==> config.mk <==
export PLATFORM = sky130hd
export DESIGN_NAME = sprite_reg_writer
export DESIGN_NICKNAME = d
export VERILOG_FILES = /design/src/rtl/sprite_reg_writer.sv
export SDC_FILE = /design/constraint.sdc
export NUM_CORES = 1
export LEC_CHECK = 0
export BUFFER_PORTS_ARGS = -buffer_cell sky130_fd_sc_hd__buf_2
export CAP_MARGIN = 0
export CORE_MARGIN = 2
export CORE_UTILIZATION = 50
export CTS_CLUSTER_DIAMETER = 40
export CTS_CLUSTER_SIZE = 16
export DETAILED_ROUTE_END_ITERATION = 7
export GPL_ROUTABILITY_DRIVEN = 0
export PLACE_DENSITY = 0.66
export REMOVE_ABC_BUFFERS = 1
export SKIP_CTS_REPAIR_TIMING = 1
export SYNTH_ARGS = -nofsm -noshare
export SYNTH_HDL_FRONTEND = slang
export SYNTH_SLANG_ARGS = --single-unit
==> constraint.sdc <==
create_clock -name clk -period 3.7 [get_ports clk]
set_input_delay 0.185 -clock clk [delete_from_list [all_inputs] [get_ports clk]]
set_output_delay 0.185 -clock clk [all_outputs]
set_load 0.03 [all_outputs]
==> src/rtl/sprite_reg_writer.sv <==
// Sprite/score register writer: buffers register updates in a FIFO
// and replays them as Avalon-MM writes only inside vertical blank.
module sprite_reg_writer #(
  parameter int ADDR_W = 9,
  parameter int DATA_W = 32,
  parameter int DEPTH  = 16,
  parameter int MAX_WR = 64
) (
  input  logic                     clk,
  input  logic                     reset_n,
  input  logic                     cmd_valid,
  output logic                     cmd_ready,
  input  logic [ADDR_W-1:0]        cmd_addr,
  input  logic [DATA_W-1:0]        cmd_data,
  input  logic                     VGA_VS,
  output logic                     chipselect,
  output logic                     write,
  output logic [ADDR_W-1:0]        address,
  output logic [DATA_W-1:0]        writedata,
  input  logic                     waitrequest,
  output logic [$clog2(DEPTH):0]   fifo_count,
  output logic [15:0]              frame_count,
  output logic                     burst_done
);

  localparam int PW = $clog2(DEPTH);
  localparam int CW = PW + 1;
  localparam int BW = $clog2(MAX_WR + 1);
  localparam logic [CW-1:0] DEPTH_C = CW'(DEPTH);
  localparam logic [BW-1:0] MAX_C   = BW'(MAX_WR);

  typedef enum logic {
    S_WAIT_VB,
    S_ISSUE
  } state_t;

  state_t            r_state;
  logic [ADDR_W-1:0] r_mem_addr [DEPTH];
  logic [DATA_W-1:0] r_mem_data [DEPTH];
  logic [PW-1:0]     r_wptr;
  logic [PW-1:0]     r_rptr;
  logic [CW-1:0]     r_count;
  logic [BW-1:0]     r_budget;
  logic              r_vs_q;
  logic [15:0]       r_frames;
  logic              r_write;
  logic [ADDR_W-1:0] r_addr;
  logic [DATA_W-1:0] r_data;
  logic              r_done;

  logic              w_push;
  logic              w_pop;
  logic              w_vb_start;
  logic              w_more;
  logic [PW-1:0]     w_rptr_nx;
  logic [ADDR_W-1:0] w_next_addr;
  logic [DATA_W-1:0] w_next_data;

  assign cmd_ready   = (r_count < DEPTH_C);
  assign w_push      = cmd_valid & cmd_ready;
  assign w_pop       = (r_state == S_ISSUE) & r_write & ~waitrequest;
  assign w_vb_start  = r_vs_q & ~VGA_VS;
  assign w_rptr_nx   = r_rptr + PW'(1);

  // Next head after a pop; a lone entry being popped hands over
  // to a same-cycle push straight from the command inputs.
  assign w_next_addr = (r_count > CW'(1)) ? r_mem_addr[w_rptr_nx] : cmd_addr;
  assign w_next_data = (r_count > CW'(1)) ? r_mem_data[w_rptr_nx] : cmd_data;
  assign w_more      = (r_budget > BW'(1)) & ((r_count > CW'(1)) | w_push);

  assign chipselect  = r_write;
  assign write       = r_write;
  assign address     = r_addr;
  assign writedata   = r_data;
  assign fifo_count  = r_count;
  assign frame_count = r_frames;
  assign burst_done  = r_done;

  // FIFO storage; contents need no reset, pointers define validity
  always_ff @(posedge clk) begin
    if (w_push) begin
      r_mem_addr[r_wptr] <= cmd_addr;
      r_mem_data[r_wptr] <= cmd_data;
    end
  end

  // FIFO pointers and occupancy, head counted until its beat is accepted
  always_ff @(posedge clk or negedge reset_n) begin
    if (!reset_n) begin
      r_wptr  <= '0;
      r_rptr  <= '0;
      r_count <= '0;
    end else begin
      if (w_push) r_wptr <= r_wptr + PW'(1);
      if (w_pop)  r_rptr <= w_rptr_nx;
      unique case ({w_push, w_pop})
        2'b10:   r_count <= r_count + CW'(1);
        2'b01:   r_count <= r_count - CW'(1);
        default: r_count <= r_count;
      endcase
    end
  end

  // Sync edge detector and frame counter, independent of FSM state
  always_ff @(posedge clk or negedge reset_n) begin
    if (!reset_n) begin
      r_vs_q   <= 1'b1;
      r_frames <= '0;
    end else begin
      r_vs_q <= VGA_VS;
      if (w_vb_start) r_frames <= r_frames + 16'd1;
    end
  end

  // Burst FSM with registered bus outputs
  always_ff @(posedge clk or negedge reset_n) begin
    if (!reset_n) begin
      r_state  <= S_WAIT_VB;
      r_write  <= 1'b0;
      r_addr   <= '0;
      r_data   <= '0;
      r_budget <= '0;
      r_done   <= 1'b0;
    end else begin
      r_done <= 1'b0;
      case (r_state)
        S_WAIT_VB: begin
          r_write <= 1'b0;
          if (w_vb_start) begin
            if (r_count != '0) begin
              r_budget <= MAX_C;
              r_addr   <= r_mem_addr[r_rptr];
              r_data   <= r_mem_data[r_rptr];
              r_write  <= 1'b1;
              r_state  <= S_ISSUE;
            end else begin
              r_done <= 1'b1;
            end
          end
        end
        S_ISSUE: begin
          if (w_pop) begin
            r_budget <= r_budget - BW'(1);
            if (w_more) begin
              r_addr <= w_next_addr;
              r_data <= w_next_data;
            end else begin
              r_write <= 1'b0;
              r_done  <= 1'b1;
              r_state <= S_WAIT_VB;
            end
          end
        end
        default: r_state <= S_WAIT_VB;
      endcase
    end
  end

endmodule

==> flow_metrics.tcl <==
set metrics [dict create \
    worst_path_max_delay_cell "and2_2" \
    leakage_nw 13.7 \
    final_common_cell "edfxtp_1" \
    grt_pass1_wl_um 136000 \
    syn_area_um2 34700 \
    worst_pin_slew_ns 0.993 \
    r2r_slack_ns 0.77 \
    min-delay-start "cmd_valid" \
    fmax_mhz 342 \
    place_hpwl_um 49400 \
    yosysSeqAreaShare 0.626 \
    reg2reg_from "fifo_count[4]$_DFFE_PN0P_" \
    fillers 5068 \
    drcViolationCount 0 \
    gr-total-overflow 0 \
    worst-path-buf-inv 2 \
    drt_iter0_markers 2371 \
    rsz0062_at_grt "false" \
    ioPinCount 112 \
    slowest_delay_ns 0.65 \
    synth_seq_cells 737 \
    fp.dieArea_um2 71500 \
    drt_first_pass_iters 5 \
    path_cells "nor2_1 > inv_1 > nor3_1 > and2_2 > buf_4" \
    drive_gt1_frac 0.373 \
    cts_tree "built" \
    grt_pass1_vias 21200 \
    antenna_found_initial 2 \
    grt_usage 0.260 \
    crit_fanout 13 \
    rows 96 \
    die_y_um 267 \
    async_flop_share 0.110 \
    min_to "burst_done$_DFF_PN0_" \
    min_delay_path_depth 4 \
    status "finished clean" \
    worst_r2r_path_depth 5 \
    postSynthAreaPerCell_um2 16.6 \
    cts_sinks 737 \
    cts_buffers 107 \
    cts.path.max_buffers 3 \
    totalWireLength_um 92500 \
    syn_inst 2096 \
    r2r-end "r_mem_data[3][20]$_DFFE_PP_" \
    area_growth_pct 17.4 \
    place.port_buffers 111 \
    hold_path_class "in -> reg" \
    coreArea_um2 68600 \
    critical_path.top_delay_family "simple AND/OR/NAND/NOR gates" \
    ctsHtreeMaxLevel 3 \
    skew_ns 0.0312 \
    synth_edf_count 656 \
    p_total_w 0.0356 \
    p_per_area_nw_per_um2 874 \
    critPathRequiredTime_ns 4.01 \
    post_drt_wl_per_cell_um 28.1 \
    slew_violations 0 \
    nNetsFinal 2324 \
    hold_viol 0 \
    cts_root_buf "clkbuf_16" \
    period_share 0.791 \
    start_kind "flip-flop" \
    finalSetupViolations 0 \
    cts.clk_slew.worst_paths_ns 0.06 \
    worst_hold_slack_ns 0.0386 \
    via_per_inst 6.42 \
    critical_path_arrival_ns 3.24 \
    ant_nets 0 \
    die_x_um 267 \
    yosysWarnings 0 \
    vias 21100 \
    ys_types 55 \
    cp-end-kind "flip-flop" \
    relSlewSlack 0.333 \
    final_cell_mix "edfxtp_1 (656), mux2_2 (290), mux4_2 (184), nor3_1 (149), o22ai_1 (146)" \
    initial_core_util 0.506 \
    ir_drop_mv 0.876 \
    ys.flop_type "edfxtp_1" \
    path_class "reg -> reg" \
    clk_latency_ns 0.67 \
    maxCapViolations 0 \
    period_minus_slack_ns 2.93 \
    grt_max_degree 165 \
]
## flip-flops by register name, summed over array words and instances (netlist names)
register / count
r_mem_data: 512
r_mem_addr: 144
writedata: 32
frame_count: 16
address: 9
r_budget: 7
fifo_count: 5
r_rptr: 4
r_wptr: 4
burst_done: 1
chipselect: 1
r_state: 1
r_vs_q: 1
## layer usage
layer | part of all wire | vias to the layer above | GRT usage | routed length (um)
met2 | 0.48 | 1004 | 0.413 | 44000
met4 | 0.026 | 2 | 0.0871 | 2390
met3 | 0.078 | 172 | 0.0456 | 7210
met5 | 0.000076 | - | 0 | 7
met1 | 0.42 | 11000 | 0.365 | 38900
li1 | - | 8942 | - | -
## per-stage QoR
step / cells / setup TNS [ns] / setup slack (ns) / util / area (um2)
2_1_floorplan: 1940 / -622.65 / -14.46 / - / 33800
3_3_place_gp: 3043 / 0 / 0.896 / 0.532 / 36500
3_5_place_dp: 3043 / 0 / 0.837 / 0.532 / 36500
4_1_cts: 3246 / 0 / 0.808 / 0.587 / 40300
5_1_grt: 3291 / 0 / 0.559 / 0.594 / 40700
6_report: 3292 / 0 / 0.773 / 0.594 / 40700
## tightest hold or removal path: stages
cell	delay, ns
buf_2	0.10
nor3_1	0.05
o21ai_0	0.21
o21ai_0	0.11
## cells in the mapped netlist, drive strengths merged (23+ instances only)
cell,instances,share of area
a211oi,36,0.0078
a31oi,40,0.0072
buf,108,0.020
clkbuf,48,0.0052
dfrtp,80,0.058
edfxtp,656,0.57
mux2,290,0.094
mux2i,80,0.023
mux4,184,0.12
nand2,29,0.0031
nor2,98,0.011
nor3,150,0.022
o22ai,147,0.027
xnor2,23,0.0058
## how the worst max path moves through the flow
stage	to	cells after the start	from	slack, ns
floorplan	address[1]$_DFFE_PN0P_	5	r_rptr[0]$_DFFE_PN0P_	-14.46
global placement	writedata[2]$_DFFE_PN0P_	7	r_rptr[0]$_DFFE_PN0P_	0.90
detailed placement	writedata[1]$_DFFE_PN0P_	7	r_rptr[0]$_DFFE_PN0P_	0.84
CTS	r_mem_data[3][20]$_DFFE_PP_	5	fifo_count[4]$_DFFE_PN0P_	0.81
global route	address[0]$_DFFE_PN0P_	7	r_rptr[0]$_DFFE_PN0P_	0.56
finish	r_mem_data[3][20]$_DFFE_PP_	5	fifo_count[4]$_DFFE_PN0P_	0.77
## cell type report
cell class                 count  area, um2  area share
antenna                        2       5.00    0.000123
clock inverter                79        945      0.0232
timing repair buffer         216       1810      0.0444
sequential                   737      21700       0.534
tap                          931       1160      0.0286
multi-input combinational   1191      12100       0.298
inverter                      12       45.0     0.00111
clock buffer                 124       2890      0.0709
## logic make-up after synthesis
logic type                 synth area share
AOI/OAI and AO/OA                    0.0500
xor gates and xnor gates            0.00912
adders and majority gates           0.00469
buffers and inverters                0.0265
DFF                                   0.626
muxes                                 0.237
and+or+nand+nor                      0.0467
## power by group
part / switching [W] / total, W / internal (W)
Combinational: 0.00806 / 0.0148 / 0.00669
Sequential: 0.000553 / 0.0103 / 0.00971
Clock: 0.00406 / 0.0106 / 0.00653
Total: 0.0127 / 0.0356 / 0.0229
Note: power is estimated with default switching activity, not from simulation.
